[src/rtl/stack_pkg.sv]
// Shared defaults and the request decode for the LIFO stack.
package stack_pkg;

    localparam int STACK_WIDTH_DEFAULT = 4;
    localparam int STACK_DEPTH_DEFAULT = 8;

    // Encoding matches {push, pop} directly so decode is a plain cast.
    typedef enum logic [1:0] {
        NOP  = 2'b00,
        POP  = 2'b01,
        PUSH = 2'b10,
        SWAP = 2'b11
    } op_e;

    function automatic op_e decode_op(input logic push_req, input logic pop_req);
        return op_e'({push_req, pop_req});
    endfunction

endpackage

[src/rtl/stack_behavioural.sv]
// LIFO stack: inline storage array, saturating stack pointer, registered read word
// and full/empty flags decoded from the pointer alone.
module stack_behavioural
    import stack_pkg::*;
#(
    parameter int WIDTH = STACK_WIDTH_DEFAULT,
    parameter int DEPTH = STACK_DEPTH_DEFAULT
) (
    input  logic             clk,
    input  logic             rstN,
    input  logic [WIDTH-1:0] data_in,
    input  logic             push,
    input  logic             pop,
    output logic [WIDTH-1:0] data_out,
    output logic             full,
    output logic             empty
);

    localparam int SP_W   = $clog2(DEPTH + 1);
    localparam int ADDR_W = $clog2(DEPTH);

    localparam logic [SP_W-1:0] SP_ONE  = SP_W'(1);
    localparam logic [SP_W-1:0] SP_FULL = SP_W'(DEPTH);

    logic [WIDTH-1:0]  mem_q [DEPTH];
    logic [SP_W-1:0]   sp_q;
    logic [SP_W-1:0]   sp_d;
    logic [WIDTH-1:0]  data_out_q;
    logic [WIDTH-1:0]  data_out_d;

    logic              mem_we;
    logic [ADDR_W-1:0] mem_waddr;
    logic [WIDTH-1:0]  mem_wdata;

    logic [SP_W-1:0]   sp_minus_one;
    logic [ADDR_W-1:0] free_addr;
    logic [ADDR_W-1:0] top_addr;
    op_e               op;

    assign full  = (sp_q == SP_FULL);
    assign empty = (sp_q == '0);

    // Both addresses are only used when the pointer is in range for them,
    // so dropping the pointer's top bit is safe.
    assign sp_minus_one = sp_q - SP_ONE;
    assign free_addr    = sp_q[ADDR_W-1:0];
    assign top_addr     = sp_minus_one[ADDR_W-1:0];

    assign op = decode_op(push, pop);

    always_comb begin
        sp_d       = sp_q;
        data_out_d = data_out_q;
        mem_we     = 1'b0;
        mem_waddr  = free_addr;
        mem_wdata  = data_in;

        unique case (op)
            PUSH: begin
                if (!full) begin
                    mem_we = 1'b1;
                    sp_d   = sp_q + SP_ONE;
                end
            end
            POP: begin
                if (!empty) begin
                    data_out_d = mem_q[top_addr];
                    sp_d       = sp_minus_one;
                end
            end
            SWAP: begin
                // Empty stack has nothing to return, so this degrades to a push.
                if (empty) begin
                    mem_we = 1'b1;
                    sp_d   = sp_q + SP_ONE;
                end else begin
                    data_out_d = mem_q[top_addr];
                    mem_we     = 1'b1;
                    mem_waddr  = top_addr;
                end
            end
            default: ;
        endcase
    end

    always_ff @(posedge clk or negedge rstN) begin
        if (!rstN) begin
            sp_q       <= '0;
            data_out_q <= '0;
        end else begin
            sp_q       <= sp_d;
            data_out_q <= data_out_d;
            if (mem_we) begin
                mem_q[mem_waddr] <= mem_wdata;
            end
        end
    end

    assign data_out = data_out_q;

endmodule

[config.mk]
export PLATFORM = sky130hd
export DESIGN_NAME = stack_behavioural
export DESIGN_NICKNAME = d
export VERILOG_FILES = /design/src/rtl/stack_pkg.sv /design/src/rtl/stack_behavioural.sv
export SDC_FILE = /design/constraint.sdc
export NUM_CORES = 1
export LEC_CHECK = 0
export ABC_CLOCK_PERIOD_IN_PS = 3750
export CAP_MARGIN = 20
export CORE_MARGIN = 4
export CORE_UTILIZATION = 45
export DETAILED_ROUTE_END_ITERATION = 16
export PLACE_DENSITY = 0.74
export SLEW_MARGIN = 20
export SYNTH_ARGS = -nofsm -noshare
export SYNTH_HDL_FRONTEND = slang
export SYNTH_SLANG_ARGS = --single-unit
export TNS_END_PERCENT = 50
[constraint.sdc]
create_clock -name clk -period 3.75 [get_ports clk]
set_input_delay 0.75 -clock clk [delete_from_list [all_inputs] [get_ports clk]]
set_output_delay 0.75 -clock clk [all_outputs]
set_load 0.01 [all_outputs]
==> results of run 1 <==
==> power by group <==
| group | leakage [µW] | internal, µW | switching (µW) |
|---|---|---|---|
| Sequential | 0.000382 | 554 | 66.0 |
| Combinational | 0.000325 | 303 | 395 |
| Clock | 0.0000552 | 197 | 136 |
| Total | 0.000762 | 1050 | 597 |
==> state kept, by name, indices dropped and copies added (netlist names) <==
| signal | cells |
|---|---|
| mem_q | 32 |
| sp_q | 4 |
| data_out | 4 |
==> Yosys cell counts (3+ instances only) <==
| library cell | n |
|---|---|
| a31oi_1 | 3 |
| nand2_1 | 18 |
| buf_2 | 3 |
| nand3_1 | 3 |
| mux2_2 | 16 |
| o21ai_0 | 4 |
| o22ai_1 | 8 |
| inv_1 | 4 |
| buf_6 | 3 |
| a21oi_1 | 3 |
| nor2_1 | 12 |
| edfxtp_1 | 32 |
| dfrtp_1 | 8 |
| o31ai_1 | 4 |
==> per-stage QoR <==
step	utilization	area (µm²)	setup slack (ns)	total power (µW)
finish	0.5380	2198	0.5839	1652
global route	0.5380	2198	0.4895	1770
CTS	0.5380	2198	0.5907	1659
detailed placement	0.5116	2091	0.9080	1326
global placement	0.5116	2091	0.9919	1290
floorplan	-	1951	1.504	1162
==> per-layer routing <==
| layer | global-route usage | vias to the layer above | wire (µm) |
|---|---|---|---|
| met5 | 0 | - | 0 |
| met1 | 0.1977 | 600 | 1589 |
| met3 | 0.03694 | 6 | 198 |
| met2 | 0.2480 | 40 | 1769 |
| met4 | 0.05634 | 0 | 49 |
| li1 | - | 598 | - |
==> how the worst max path moves through the flow <==
stage / start / end / slack [ns] / depth (start not counted)
finish: sp_q[1] / empty / 0.58 / 5
global route: sp_q[1] / empty / 0.49 / 5
CTS: sp_q[1] / empty / 0.59 / 5
detailed placement: sp_q[1] / empty / 0.91 / 5
global placement: sp_q[1] / empty / 0.99 / 5
floorplan: sp_q[0] / empty / 1.50 / 7
==> critical path, stage by stage, from the launching register on <==
cell and delay, ns:
dfrtp_1 0.49, inv_1 0.18, ha_1 0.38, or3b_4 0.47, clkinv_4 0.08, clkdlybuf4s50_1 0.53
==> layout make-up <==
cell class | count | area [µm²]
Inverter | 5 | 23.77
Sequential cell | 40 | 1161
Clock inverter | 2 | 35.03
Fill cell | 341 | 1888
Tap cell | 50 | 62.56
Multi-Input combinational cell | 100 | 698.2
Clock buffer | 6 | 72.57
Timing Repair Buffer | 15 | 145.1
==> cell families (layout without fill, tap and decap cells) <==
group,after synthesis,count (layout),share of synthesized area
simple gates,46,46,0.1206
flops,40,40,0.5953
xor+xnor,4,4,0.01796
compound gates,31,31,0.1084
buf+inv,14,28,0.04682
fa+ha+maj,3,3,0.01860
mux,16,16,0.09237
==> flow_summary_export.csv, run 1 <==
group,metric,value,unit
floorplanning,dieArea,0.005452,mm²
clocking,cts_tree,"done",
critical_path,critPathArrivalTime,2.42,ns
clocking,clk_latency,0.29,ns
critical_path,r2r_cells,6,
worst_hold_path,holdPathStages,2,
global_routing,grt_usage,0.1528,
logic_synthesis,ys.flop_type,"edfxtp_1",
place,place_congestion,0.9228,
global_routing,first_global_vias,1251,
timing,finalCritPeriodShare,0.8443,
critical_path,crit_path_start_kind,"flip-flop",
clocking,clock_sinks,40,
place,dp_cells,210,
logic_synthesis,synth_area_leaders,"edfxtp_1 49%, dfrtp_1 10%, mux2_2 9.2%",
clocking,cts_root_buf,"clkbuf_8",
route,drt-initial-drc-count,116,
floorplanning,row_count,23,
power_and_ir_drop,p_leak,0.0007622,µW
clocking,clkTransAtPathRegs,0.07,ns
floorplanning,ios,14,
global_routing,grt_max_degree,26,
logic_synthesis,syn_nets,164,
route,drc,0,
timing,hold_violations,0,
floorplanning,die_h,73.84,µm
critical_path,r2r_end,"mem_q[4][2]",
worst_hold_path,min_from,"data_out[1]",
critical_path,cp_max_fo,10,
critical_path,critPathRequiredTime,3.00,ns
logic_synthesis,synthCells,154,
worst_hold_path,holdCritPathClass,"flip-flop to flip-flop",
route,via_per_inst,5.706,
clocking,clock_path_buffers,2,
critical_path,cp-end-kind,"primary output",
clocking,hold_buffers,0,
route,routed_wirelength,3606,µm
timing,timing.final.crit_period,3.166,ns
timing,whs,0.4832,ns
timing,setup_viol_count_final,0,
critical_path,rrSetupSlack,1.24,ns
logic_synthesis,ys_seq_elements,40,
clocking,numCtsBuffers,5,
power_and_ir_drop,p_per_area,751.4,mW/mm²
logic_synthesis,synth_cell_types,41,
finish,fin_cells,218,
clocking,cts_resized,0,
finish,diodes,0,
route,drt_first_pass_iters,4,
finish,drive_gt1_frac,0.1905,
timing,fin_worst_skew,0.01168,ns
global_routing,grt_pass1_wl,6085,µm
critical_path,rr_startpoint,"sp_q[1]",
worst_hold_path,hold-path-endpoint,"data_out[1]",
logic_synthesis,yosysWarnings,0,
timing,rsz0062_at_grt,"false",
timing,fin_tns_setup,0,ns
route,ant_nets,0,
logic_synthesis,synthArstFlopShare,0.2000,
timing,worstMarginPinSlew,0.4920,ns
logic_synthesis,synth_edf_count,32,
clocking,cts.htree.levels,2,
finish,layout.nets,177,
timing,fmax,315.9,MHz
floorplanning,start_util,0.4773,
finish,final_common_cell,"edfxtp_1",
logic_synthesis,post_synth.cell_area_avg,12.67,µm²
floorplanning,design.core.area,0.004086,mm²
logic_synthesis,syn_area,0.001951,mm²
outcome,status,"completed",
finish,final_cell_mix,"32 x edfxtp_1, 18 x nand2_1, 16 x mux2_2, 13 x clkdlybuf4s50_1, 12 x nor2_1",
logic_synthesis,yosys.area.top_type,"edfxtp_1",
place,portBuffers,13,
timing,drv_slew,0,
route,wl_per_cell,16.54,µm
logic_synthesis,yosysSeqAreaShare,0.5953,
timing,relSlewSlack,0.6710,
critical_path,critPathKind,"flip-flop to primary output",
global_routing,grt_antenna_before_repair,0,
global_routing,grt_overflow_total,0,
power_and_ir_drop,ir_drop,340.3,µV
clocking,post_cts_buffers,0,
finish,area_delta_synth_final,12.70,%
place,dp_hpwl,2682,µm
flow_run,cap_violations,0,
logic_synthesis,synth_top_area_frac,0.4926,
route,vias,1244,
floorplanning,die_w,73.84,µm
(Power assumes the default switching activity.)
==> run 2: changes to the inputs <==
- ABC_CLOCK_PERIOD_IN_PS: 3750 -> 2900
- PLACE_DENSITY: 0.74 -> 0.76
- clock period: 3.75 -> 2.9 ns (I/O delays scaled with it)
==> run 2 against run 1 <==
  * Register-to-register slack worse by 0.47 ns
  * Total power up 31%
  * Worst hold slack better by 0.0060 ns
  * Sequential share of layout area down 0.45 points
  * Utilization up 0.46 points
  * First-iteration DRC count down 0.86%
  * Setup slack worse by 0.34 ns
  * Critical path depth unchanged
  * Cell area up 0.85%
  * Highest routed layer unchanged
==> flow_summary_export.csv, run 2 (synthesis gave the netlist of run 1 again) <==
group,metric,value,unit
outcome,status,"completed",
timing,relSlewSlack,0.6981,
timing,fin_worst_skew,0.003141,ns
clocking,hold_buffers,0,
global_routing,grt_pass1_wl,6299,µm
global_routing,grt_max_degree,26,
power_and_ir_drop,power.total,2170,µW
finish,final_common_cell,"edfxtp_1",
timing,finalCritPeriodShare,0.9165,
clocking,cts_tree,"done",
timing,fin_tns_setup,0,ns
floorplanning,design.core.area,0.004086,mm²
timing,whs,0.4891,ns
power_and_ir_drop,p_per_area,979.0,mW/mm²
finish,final_cell_mix,"32 x edfxtp_1, 18 x nand2_1, 16 x mux2_2, 13 x clkdlybuf4s50_1, 12 x nor2_1",
floorplanning,die_w,73.84,µm
timing,drv_slew,0,
timing,worstMarginPinSlew,0.4514,ns
timing,setup_viol_count_final,0,
power_and_ir_drop,p_leak,0.0007728,µW
clocking,cts.htree.levels,2,
critical_path,critPathKind,"flip-flop to primary output",
critical_path,critPathArrivalTime,2.08,ns
timing,hold_violations,0,
clocking,cts_resized,0,
finish,largest_reg_flops,32,
route,vias,1269,
floorplanning,row_count,23,
place,place_congestion,0.8635,
clocking,clk_latency,0.29,ns
critical_path,cp_max_fo,5,
floorplanning,dieArea,0.005452,mm²
clocking,numCtsBuffers,5,
floorplanning,start_util,0.4773,
critical_path,rrSetupSlack,0.77,ns
clocking,clock_path_buffers,2,
place,dpl_cell_area,0.002106,mm²
route,via_per_inst,5.768,
floorplanning,die_h,73.84,µm
finish,layout.nets,179,
finish,drive_gt1_frac,0.2000,
place,dp_hpwl,2693,µm
route,drt_first_pass_iters,4,
place,portBuffers,13,
critical_path,cp-end-kind,"primary output",
route,drc,0,
timing,timing.final.crit_period,2.658,ns
floorplanning,ios,14,
timing,rsz0062_at_grt,"false",
critical_path,critPathRequiredTime,2.32,ns
clocking,clkTransAtPathRegs,0.07,ns
timing,fmax,376.2,MHz
clocking,post_cts_buffers,0,
finish,n_fill_cell,341,
global_routing,grt_overflow_total,0,
finish,area_delta_synth_final,13.66,%
global_routing,grt_antenna_before_repair,0,
global_routing,grt_usage,0.1587,
clocking,clock_sinks,40,
route,ant_nets,0,
global_routing,first_global_vias,1258,
clocking,cts_root_buf,"clkbuf_8",
route,wl_per_cell,17.23,µm
finish,top_register,"mem_q",
worst_hold_path,holdCritPathClass,"flip-flop to flip-flop",
route,routed_wirelength,3791,µm
route,drt-initial-drc-count,115,
critical_path,crit_path_start_kind,"flip-flop",
finish,design_area,0.002217,mm²
power_and_ir_drop,ir_drop,383.8,µV
flow_run,cap_violations,0,
finish,diodes,0,
==> run 2: worst paths after layout <==
kind,from,endpoint,depth (start not counted)
max reg2reg,sp_q[1],mem_q[5][3],6
max in group asynchronous,rstN,data_out[0],2
min reg2reg,data_out[3],data_out[3],2
min in group asynchronous,rstN,data_out[2],2
min,data_out[3],data_out[3],2
max,sp_q[1],empty,5
==> run 2: stage by stage <==
stage,utilization,worst slack (ns),cells
2_1_floorplan,-,0.7064,154
3_3_place_gp,0.5153,0.4426,212
3_5_place_dp,0.5153,0.3528,212
4_1_cts,0.5426,0.2568,220
5_1_grt,0.5426,0.1633,220
6_report,0.5426,0.2421,220
==> run 2: layout make-up <==
cell class                 instances  area (µm²)  area share
inverter                           5       23.77     0.01072
multi-input combinational        100       698.2      0.3149
sequential                        40        1161      0.5237
clock inverter                     3       42.54     0.01919
tap                               50       62.56     0.02822
timing repair buffer              17       160.2     0.07223
clock buffer                       5       68.82     0.03104
==> run 2: power by group <==
| part | internal, µW | switching (µW) | total [µW] |
|---|---|---|---|
| registers | 717 | 75.0 | 792 |
| logic | 408 | 528 | 936 |
| clock network | 255 | 188 | 443 |
==> run 2: worst max-delay path: stages (launching register included) <==
cell,delay [ns]
dfrtp_1,0.39
inv_1,0.17
ha_1,0.20
or3b_4,0.42
clkinv_4,0.09
clkdlybuf4s50_1,0.53
==> run 2: per-layer routing <==
metal | wire length [µm] | up-vias | global-route usage
met1 | 1702 | 607 | 0.2192
met2 | 1795 | 53 | 0.2461
li1 | - | 607 | -
met5 | 0 | - | 0
met4 | 10 | 0 | 0.03421
met3 | 283 | 2 | 0.04925
